===== config.mk =====
export PLATFORM = sky130hd
export DESIGN_NAME = vga_capture
export DESIGN_NICKNAME = d
export VERILOG_FILES = /design/src/rtl/vga_capture.sv
export SDC_FILE = /design/constraint.sdc
export NUM_CORES = 1
export LEC_CHECK = 0
export ABC_AREA = 1
export CORE_AREA = 5 5 123 125
export CTS_CLUSTER_DIAMETER = 40
export DETAILED_ROUTE_END_ITERATION = 10
export DIE_AREA = 0 0 128 130
export PLACE_DENSITY = 0.76
export SYNTH_ARGS = -nofsm -noshare
export SYNTH_HDL_FRONTEND = slang
export SYNTH_SLANG_ARGS = --single-unit

===== constraint.sdc =====
create_clock -name vga_clk -period 3.5 [get_ports vga_clk]
set_clock_uncertainty 0.2 [all_clocks]
set_input_delay 0.7 -clock vga_clk [delete_from_list [all_inputs] [get_ports vga_clk]]
set_output_delay 0.7 -clock vga_clk [all_outputs]
set_load 0.005 [all_outputs]

===== src/rtl/vga_capture.sv =====
// VGA receive-side capture: samples hsync/vsync/RGB444 on the pixel clock,
// rebuilds pixel coordinates from sync edges, checks line/frame timing,
// locks onto a clean frame and emits a coordinate-tagged pixel stream.
//
// Ports:
//   vga_clk, resetn           pixel clock, synchronous active-low reset
//   hsync, vsync              active-low syncs from the pins
//   vga_r, vga_g, vga_b       RGB444 colour from the pins
//   err_clr                   pulse, clears err_h / err_v
//   pix_valid/data/x/y        registered active-pixel stream, no backpressure
//   pix_sof, pix_eol          first pixel of frame / last pixel of line
//   locked                    frame timing locked
//   frame_done, frame_sum     pulse + checksum of last complete locked frame
//   err_h, err_v              sticky line-length / frame-length errors
module vga_capture #(
    parameter int H_TOTAL     = 1056,
    parameter int H_ACT_START = 217,
    parameter int H_ACT_END   = 1016,
    parameter int V_TOTAL     = 628,
    parameter int V_ACT_START = 28,
    parameter int V_ACT_END   = 627
) (
    input  logic        vga_clk,
    input  logic        resetn,
    input  logic        hsync,
    input  logic        vsync,
    input  logic [3:0]  vga_r,
    input  logic [3:0]  vga_g,
    input  logic [3:0]  vga_b,
    input  logic        err_clr,
    output logic        pix_valid,
    output logic [11:0] pix_data,
    output logic [9:0]  pix_x,
    output logic [9:0]  pix_y,
    output logic        pix_sof,
    output logic        pix_eol,
    output logic        locked,
    output logic        frame_done,
    output logic [31:0] frame_sum,
    output logic        err_h,
    output logic        err_v
);

    typedef enum logic [1:0] {
        UNLOCK = 2'd0,
        SYNC   = 2'd1,
        LOCKED = 2'd2
    } state_t;

    localparam logic [10:0] HT  = 11'(H_TOTAL);
    localparam logic [10:0] HT1 = 11'(H_TOTAL + 1);
    localparam logic [10:0] HAS = 11'(H_ACT_START);
    localparam logic [10:0] HAE = 11'(H_ACT_END);
    localparam logic [9:0]  VT  = 10'(V_TOTAL);
    localparam logic [9:0]  VT1 = 10'(V_TOTAL + 1);
    localparam logic [9:0]  VAS = 10'(V_ACT_START);
    localparam logic [9:0]  VAE = 10'(V_ACT_END);

    logic        s_hs, s_vs, s_hs_d, s_vs_d;
    logic [11:0] s_rgb;
    logic        vpend;
    logic [10:0] hx, cur_x;
    logic [9:0]  hy, cur_y;
    logic        h_edge, v_fall, fs;
    logic        chk_en, line_err, frame_err, any_err;
    logic        active, take_sum;
    logic        frame_bad;
    logic [31:0] acc;
    state_t      state, state_next;

    // Input stage and sync edge history
    always_ff @(posedge vga_clk) begin
        if (!resetn) begin
            s_hs   <= 1'b1;
            s_vs   <= 1'b1;
            s_hs_d <= 1'b1;
            s_vs_d <= 1'b1;
            s_rgb  <= 12'd0;
        end else begin
            s_hs   <= hsync;
            s_vs   <= vsync;
            s_hs_d <= s_hs;
            s_vs_d <= s_vs;
            s_rgb  <= {vga_r, vga_g, vga_b};
        end
    end

    // Position of the sample currently in the input stage
    always_comb begin
        h_edge = s_hs_d & ~s_hs;
        v_fall = s_vs_d & ~s_vs;
        fs     = h_edge & (vpend | v_fall);
        if (h_edge)
            cur_x = 11'd1;
        else if (hx == 11'h7FF)
            cur_x = hx;
        else
            cur_x = hx + 11'd1;
        cur_y = hy;
        if (h_edge) begin
            if (fs)
                cur_y = 10'd1;
            else if (hy != 10'h3FF)
                cur_y = hy + 10'd1;
        end
    end

    // Timing checks; the overlong-line check fires only on the one
    // clock where the count passes H_TOTAL.
    always_comb begin
        chk_en    = (state != UNLOCK);
        line_err  = chk_en & ((h_edge & (hx != HT)) |
                              (~h_edge & (cur_x == HT1)));
        frame_err = chk_en & ((fs & (hy != VT)) |
                              (h_edge & ~fs & (cur_y == VT1)));
        any_err   = line_err | frame_err;
        active    = (cur_x >= HAS) && (cur_x <= HAE) &&
                    (cur_y >= VAS) && (cur_y <= VAE);
        take_sum  = (state == LOCKED) & fs & ~any_err;
    end

    always_ff @(posedge vga_clk) begin
        if (!resetn) begin
            vpend <= 1'b0;
            hx    <= 11'd0;
            hy    <= 10'd0;
        end else begin
            if (fs)
                vpend <= 1'b0;
            else if (v_fall)
                vpend <= 1'b1;
            hx <= cur_x;
            hy <= cur_y;
        end
    end

    // FSM: state register
    always_ff @(posedge vga_clk) begin
        if (!resetn)
            state <= UNLOCK;
        else
            state <= state_next;
    end

    // FSM: next state
    always_comb begin
        state_next = state;
        unique case (state)
            UNLOCK: if (fs) state_next = SYNC;
            SYNC:   if (fs && !frame_bad && !any_err) state_next = LOCKED;
            LOCKED: if (any_err) state_next = SYNC;
            default: state_next = UNLOCK;
        endcase
    end

    // FSM: outputs
    always_comb begin
        locked = (state == LOCKED);
    end

    // Records whether the SYNC frame in progress has seen any error
    always_ff @(posedge vga_clk) begin
        if (!resetn) begin
            frame_bad <= 1'b0;
        end else begin
            unique case (state)
                UNLOCK: if (fs) frame_bad <= 1'b0;
                SYNC: begin
                    if (fs)
                        frame_bad <= 1'b0;
                    else if (any_err)
                        frame_bad <= 1'b1;
                end
                LOCKED: if (any_err) frame_bad <= 1'b0;
                default: frame_bad <= 1'b0;
            endcase
        end
    end

    // Checksum: zeroed outside LOCKED, on entry/exit and at each frame start
    always_ff @(posedge vga_clk) begin
        if (!resetn) begin
            acc        <= 32'd0;
            frame_sum  <= 32'd0;
            frame_done <= 1'b0;
        end else begin
            frame_done <= take_sum;
            if (take_sum)
                frame_sum <= acc;
            if (state != LOCKED || state_next != LOCKED || fs)
                acc <= 32'd0;
            else if (active)
                acc <= acc + {20'd0, s_rgb};
        end
    end

    // Pixel stream
    always_ff @(posedge vga_clk) begin
        if (!resetn || !(locked && active)) begin
            pix_valid <= 1'b0;
            pix_data  <= 12'd0;
            pix_x     <= 10'd0;
            pix_y     <= 10'd0;
            pix_sof   <= 1'b0;
            pix_eol   <= 1'b0;
        end else begin
            pix_valid <= 1'b1;
            pix_data  <= s_rgb;
            pix_x     <= 10'(cur_x - HAS);
            pix_y     <= cur_y - VAS;
            pix_sof   <= (cur_x == HAS) && (cur_y == VAS);
            pix_eol   <= (cur_x == HAE);
        end
    end

    // Sticky errors; a new error beats a simultaneous clear
    always_ff @(posedge vga_clk) begin
        if (!resetn) begin
            err_h <= 1'b0;
            err_v <= 1'b0;
        end else begin
            if (line_err)
                err_h <= 1'b1;
            else if (err_clr)
                err_h <= 1'b0;
            if (frame_err)
                err_v <= 1'b1;
            else if (err_clr)
                err_v <= 1'b0;
        end
    end

endmodule


==> impl_metrics.py, run 1 <==
metrics = {
    "flow_run": {
        "drv_cap": 0,
    },
    "timing": {
        "holdWs_ns": 0.2155,
        "setup_tns_ns": 0,
        "fin_crit_ns": 3.213,
        "period_share_pct": 91.79,
        "slew-limit-headroom_pct": 56.25,
        "fmax_mhz": 311.3,
        "setup_viol": 0,
        "maxSlewViolCount": 0,
        "tightest_slew_ns": 0.6562,
        "hold_viol_final": 0,
    },
    "worst_setup_path": {
        "worstSetupPathDepth": 19,
        "reg2reg_depth": 19,
        "startpoint": "hy[1]$_SDFF_PN0_",
        "cp_common_cell": "nand2_1",
        "r2r_start": "hy[1]$_SDFF_PN0_",
        "reg2reg_slack_ns": 0.29,
        "crit_family": "simple AND/OR/NAND/NOR gates",
        "worst_path_max_delay_cell": "dfxtp_2",
        "endpoint_kind": "register",
        "critical_path_buf_inv_count": 3,
        "worstReg2RegEnd": "pix_sof$_SDFF_PN0_",
        "start_kind": "register",
        "cp.required_ns": 3.65,
        "max_stage_delay_ns": 0.36,
        "crit_arrival_ns": 3.36,
        "path_cells": "ha_2, nand3_2, inv_2, nand3_2, nand2_2, inv_1, nand2_1, xor2_1, nand2_2, inv_2, ha_1, nand2_1, nand2_1, nor2_1, a21oi_4, nand3_4, nor2_4, nand2_8, nor2_1",
        "cp_max_fo": 35,
        "critical_path_class": "reg -> reg",
    },
    "die": {
        "num_rows": 43,
        "die_w_um": 128,
        "initial_core_util_pct": 54.49,
        "die_h_um": 130,
        "coreArea_um2": 13770,
        "ioPinCount": 88,
        "die-area_um2": 16640,
    },
    "worst_hold_path": {
        "min_from": "s_hs$_SDFF_PN1_",
        "worstHoldPathCells": 2,
        "min_to": "s_hs_d$_SDFF_PN1_",
        "hold_class": "reg -> reg",
    },
    "clock_network": {
        "path_clk_slew_ns": 0.06,
        "cts_buffer_depth": 2,
        "numCtsBuffers": 17,
        "clock_latency_ns": 0.42,
        "cts_sinks": 143,
        "h-tree-depth": 4,
        "postCtsHoldBufs": 0,
        "cts_setup_buffers": 0,
        "root_buffer": "clkbuf_16",
        "cts_tree": "built",
    },
    "logic_synthesis": {
        "syn_nets": 1144,
        "yosys_warnings": 0,
        "syn_inst": 1103,
        "postSynthAreaPerCell_um2": 6.804,
        "synth_area_um2": 7505,
        "synthDistinctLibCells": 38,
        "synth.ff_latch_count": 143,
        "synth-seq-area-share_pct": 38.15,
    },
    "power": {
        "peakVddDrop_uv": 302.5,
        "seqPwrFrac_pct": 45.6,
        "p_leak_nw": 4.277,
        "p_sw_uw": 798.9,
        "combPwrFrac_pct": 4.0,
        "pwr-share-clk_pct": 50.4,
        "switching_share_pct": 22.04,
        "intPower_mw": 2.826,
        "power_density_nw_per_um2": 392.7,
    },
    "global_route": {
        "grt_max_degree": 36,
        "grt_pass1_vias": 6870,
        "grt_pass1_wl_mm": 32.69,
        "grtUsageTotal_pct": 24.19,
        "antenna_found_initial": 0,
        "grt_remaining_overflow": 0,
    },
    "detailed_routing": {
        "drt-total-wl_mm": 19.32,
        "drc": 0,
        "dr.max_layer_used": "met4",
        "post_drt_wl_per_cell_um": 13.99,
        "dr_wl_met2_mm": 9.259,
        "met3_length_mm": 1.043,
        "routed_via_density": 5.196,
        "firstDrtPassIters": 5,
        "antenna_left": 0,
        "drt_iter0_drc": 634,
        "m1WireLength_mm": 8.640,
        "vias": 7175,
    },
    "placed_design": {
        "dp_hpwl_mm": 14.04,
        "io_buffers": 87,
        "place_congestion": 0.9393,
    },
    "cells_and_area": {
        "drive_above_1_share_pct": 8.410,
        "fin_nets": 1229,
        "n_antenna_cell": 0,
        "syn_to_final_growth_pct": 23.01,
    },
    "run_status": {
        "status": "finished, final reports clean",
    },
}
[synth_stat cells (all sizes together)]
master	n	area, µm²
ha	23	287.8
nor2	125	519.2
and2	1	6.260
clkbuf	12	45.04
nand4	48	300.3
o221ai	1	8.760
o21ai	20	103.9
o31ai	2	15.01
xnor2	12	105.1
clkinv	2	7.510
nand3	87	462.9
nand3b	9	67.56
fa	1	20.02
inv	155	581.8
a31oi	1	6.260
a21o	2	15.01
o41ai	1	8.760
nor3	15	75.07
xor2	29	254.0
nor4	5	31.28
o21bai	1	7.510
buf	28	161.4
or2	4	25.02
nand2	318	1211
a21oi	57	307.8
dfxtp	143	2863
a21boi	1	7.510
[state kept, by name, summed over array words and instances, names as in the netlist, 2 cells and up]
register   flops
hy            10
s_rgb         12
pix_data      12
acc           32
state          2
pix_x         10
pix_y         10
frame_sum     32
hx            11
[cells in the final DEF (no fill, tap or decap), types with 4 or more instances in the layout]
cell,instances
nand2_2,8
ha_1,22
nand3b_1,9
clkinvlp_4,5
clkbuf_16,17
nor3_1,15
or2_2,4
nand3_1,82
nand4_1,48
nand2_1,309
nor2_1,105
clkdlybuf4s50_1,87
o21ai_0,19
nor4_1,5
xor2_1,29
dfxtp_1,139
nor2_2,18
buf_4,16
a21oi_1,54
inv_1,152
dfxtp_2,4
xnor2_1,12
clkbuf_8,4
[routing by layer]
| metal | GRT usage [%] | up-vias |
|---|---|---|
| met2 | 41.22 | 219 |
| li1 | - | 3657 |
| met1 | 30.96 | 3263 |
| met5 | 0 | - |
| met3 | 5.035 | 36 |
| met4 | 7.428 | 0 |
[timing repair]
item                                    in CTS  in global routing
pin swaps                                    0                  0
resized for setup                            1                 18
endpoints found under the setup margin      13                103
[worst max-delay path by stage]
stage                                      end  slack [ns]
floorplan            frame_sum[0]$_SDFFE_PN0P_        0.53
global placement    frame_sum[18]$_SDFFE_PN0P_        0.17
detailed placement          pix_sof$_SDFF_PN0_       0.008
CTS                 frame_sum[10]$_SDFFE_PN0P_        0.03
global route        frame_sum[18]$_SDFFE_PN0P_    -0.00002
finish                      pix_sof$_SDFF_PN0_        0.29
[power by group through the flow]
stage / logic, mW / registers, mW / clock network, mW
after floorplan: 0.0907 / 1.69 / 0
after global placement: 0.139 / 1.69 / 0
after detailed placement: 0.140 / 1.69 / 0
after CTS: 0.142 / 1.65 / 1.85
after global routing: 0.162 / 1.65 / 1.93
final: 0.144 / 1.65 / 1.83
[cells by family (layout without fill, tap and decap cells)]
group / Yosys count / count (layout) / share of synthesized area, %
adders and majority gates: 24 / 24 / 4.101
and+or+nand+nor: 612 / 612 / 35.96
AOI/OAI and AO/OA: 86 / 86 / 6.402
DFF: 143 / 143 / 38.15
buffers and inverters: 197 / 295 / 10.60
xor gates and xnor gates: 41 / 41 / 4.785
[area by class of cell]
| cell class | instances | area (µm²) |
|---|---|---|
| inverters | 157 | 589.3 |
| well taps | 180 | 225.2 |
| clock inverters | 11 | 128.9 |
| flip-flops and latches | 143 | 2868 |
| multi-input cells | 763 | 3894 |
| clock buffers | 21 | 480.5 |
| repair buffers | 106 | 1046 |
| fillers | 1251 | 4542 |
[through the flow]
stage	setup WS (ns)	utilization [%]	std cells	power, mW	instance area, µm²
5_1_grt	-0.00002398	67.02	1381	3.747	9231
3_5_place_dp	0.008421	62.20	1349	1.829	8567
4_1_cts	0.03491	66.69	1381	3.646	9185
3_3_place_gp	0.1736	62.20	1349	1.828	8567
2_1_floorplan	0.5342	-	1103	1.777	7505
6_report	0.2874	67.02	1381	3.625	9231
[worst register-to-register path, delay by kind of cell, from the launching register on]
| family | cells | cell delay (ns) |
|---|---|---|
| AOI/OAI and AO/OA | 1 | 0.15 |
| xor gates and xnor gates | 1 | 0.18 |
| adders and majority gates | 2 | 0.38 |
| buffers and inverters | 3 | 0.27 |
| DFF | 1 | 0.36 |
| and+or+nand+nor | 12 | 1.61 |
Power figures use the tool's default switching activity.
==> inputs of run 2 (changes only) <==
--- a/config.mk
+++ b/config.mk
@@ -6,10 +6,10 @@
 export NUM_CORES = 1
 export LEC_CHECK = 0
 export ABC_AREA = 1
-export CORE_AREA = 5 5 123 125
+export CORE_AREA = 2 2 120 122
 export CTS_CLUSTER_DIAMETER = 40
 export DETAILED_ROUTE_END_ITERATION = 10
-export DIE_AREA = 0 0 128 130
+export DIE_AREA = 0 0 122 124
 export PLACE_DENSITY = 0.76
 export SYNTH_ARGS = -nofsm -noshare
 export SYNTH_HDL_FRONTEND = slang
==> run 2 against run 1 <==
Combinational power hardly changed. Clock power is essentially flat. Sequential power hardly changed. Core utilization grew 0.45 points. Die area down 9.1%. Design area increased by 0.27%. First-iteration DRC count up 17%. Sequential share of layout area fell by 0.12 points. Flip-flop and latch count unchanged. Largest power group unchanged.
==> impl_metrics.py, run 2 (synthesized netlist as in run 1, its figures left out) <==
metrics = {
    "run_status": {
        "status": "finished, final reports clean",
    },
    "clock_network": {
        "h-tree-depth": 4,
        "clock_latency_ns": 0.43,
        "numCtsBuffers": 17,
        "postCtsHoldBufs": 0,
        "root_buffer": "clkbuf_16",
        "cts_tree": "built",
        "cts_buffer_depth": 2,
        "cts_sinks": 143,
        "path_clk_slew_ns": 0.06,
    },
    "worst_setup_path": {
        "cp_common_cell": "nand2_1",
        "cp.required_ns": 3.66,
        "worst_path_max_delay_cell": "dfxtp_1",
        "critical_path_class": "reg -> reg",
        "crit_arrival_ns": 3.41,
        "endpoint_kind": "register",
        "path_cells": "ha_1, nand3_2, inv_2, nand3_2, nand2_2, inv_1, nand2_1, xor2_1, nand2_1, inv_2, ha_1, nand2_1, nand2_1, nor2_1, a21oi_4, nand3_4, nor2_4, nand2_4, buf_4, nor2_1",
        "start_kind": "register",
        "cp_max_fo": 22,
        "max_stage_delay_ns": 0.38,
    },
    "timing": {
        "setup_tns_ns": 0,
        "slew-limit-headroom_pct": 63.61,
        "rsz0062_at_grt": "false",
        "hold_viol_final": 0,
        "fmax_mhz": 307.1,
        "tightest_slew_ns": 0.5410,
        "setup_viol": 0,
        "period_share_pct": 93.05,
        "maxSlewViolCount": 0,
        "fin_crit_ns": 3.257,
    },
    "detailed_routing": {
        "antenna_left": 0,
        "drc": 0,
        "drt-total-wl_mm": 19.25,
        "routed_via_density": 5.157,
        "post_drt_wl_per_cell_um": 13.91,
        "firstDrtPassIters": 6,
        "drt_iter0_drc": 743,
        "vias": 7137,
    },
    "global_route": {
        "grt_pass1_wl_mm": 32.07,
        "grt_pass1_vias": 6549,
        "antenna_found_initial": 0,
        "grt_max_degree": 34,
        "grtUsageTotal_pct": 26.74,
        "grt_remaining_overflow": 0,
    },
    "placed_design": {
        "place_area_um2": 8615,
        "place_congestion": 0.9328,
        "io_buffers": 87,
        "dp_cells": 1352,
        "dp_hpwl_mm": 13.84,
    },
    "cells_and_area": {
        "final_common_cell": "nand2_1",
        "fin_cells": 1384,
        "fin_nets": 1232,
        "final_cell_mix": "nand2_1, inv_1, dfxtp_1",
        "syn_to_final_growth_pct": 23.34,
        "n_antenna_cell": 0,
        "drive_above_1_share_pct": 7.973,
        "final_cell_area_um2": 9256,
        "fillers": 1187,
        "reg.largest.list": "acc (32), frame_sum (32)",
    },
    "die": {
        "die_h_um": 124,
        "coreArea_um2": 13720,
        "die_w_um": 122,
        "die-area_um2": 15130,
        "num_rows": 43,
        "ioPinCount": 88,
        "initial_core_util_pct": 54.70,
    },
    "flow_run": {
        "drv_cap": 0,
    },
    "worst_hold_path": {
        "hold_class": "reg -> reg",
    },
    "power": {
        "power_density_nw_per_um2": 394.4,
        "p_leak_nw": 4.311,
        "peakVddDrop_uv": 344.1,
        "power.total_mw": 3.650,
    },
}
-- run 2: area by class of cell --
| type | count | area, µm² | share of cell area (%) |
|---|---|---|---|
| Clock buffer | 20 | 446.7 | 4.826 |
| Inverter | 157 | 589.3 | 6.367 |
| Timing Repair Buffer | 109 | 1101 | 11.90 |
| Clock inverter | 12 | 161.4 | 1.744 |
| Tap cell | 180 | 225.2 | 2.433 |
| Multi-Input combinational cell | 763 | 3869 | 41.80 |
| Sequential cell | 143 | 2864 | 30.94 |
-- run 2: layer usage --
layer	global-route usage [%]	part of all wire [%]
met5	0	0
met4	10.20	2.4
met3	3.938	5.2
met2	44.34	48
met1	35.30	45
-- run 2: through the flow --
stage          hold slack [ns]  util (%)  setup WS (ns)
3_5_place_dp            0.2046     62.79         0.1323
6_report                0.2170     67.47         0.2432
4_1_cts                 0.2195     67.22        0.06292
5_1_grt                 0.2536     67.47        0.01481
3_3_place_gp            0.2007     62.79         0.2274
2_1_floorplan           0.1917         -         0.5342
-- run 2: worst paths after layout --
check                         from             endpoint  slack [ns]  depth (start not counted)
setup / recovery  hy[0]$_SDFF_PN0_  pix_x[2]$_SDFF_PN0_        0.24                         20
hold / removal     s_vs$_SDFF_PN1_    s_vs_d$_SDFF_PN1_        0.22                          2
setup reg to reg  hy[0]$_SDFF_PN0_  pix_x[2]$_SDFF_PN0_        0.24                         20
hold reg to reg    s_vs$_SDFF_PN1_    s_vs_d$_SDFF_PN1_        0.22                          2
-- run 2: worst max-delay path: cells and delay by family (launching register included) --
family / cells / cell delay [ns]
compound gates: 1 / 0.17
xor+xnor: 1 / 0.14
fa+ha+maj: 2 / 0.43
buf+inv: 4 / 0.51
flops: 1 / 0.38
simple gates: 12 / 1.31
-- run 2: power by group --
group / internal, mW / switching [mW] / leakage, nW / total (mW)
clock: 1.14 / 0.709 / 0.275 / 1.85
combinational: 0.0586 / 0.0871 / 2.88 / 0.146
sequential: 1.64 / 0.0104 / 1.16 / 1.65
-- run 2: what timing repair did --
| item | CTS | global route |
|---|---|---|
| resized for setup | 0 | 13 |
| setup buffers | 0 | 0 |
| endpoints found under the hold margin | 0 | 0 |
| setup endpoints to repair | 0 | 102 |
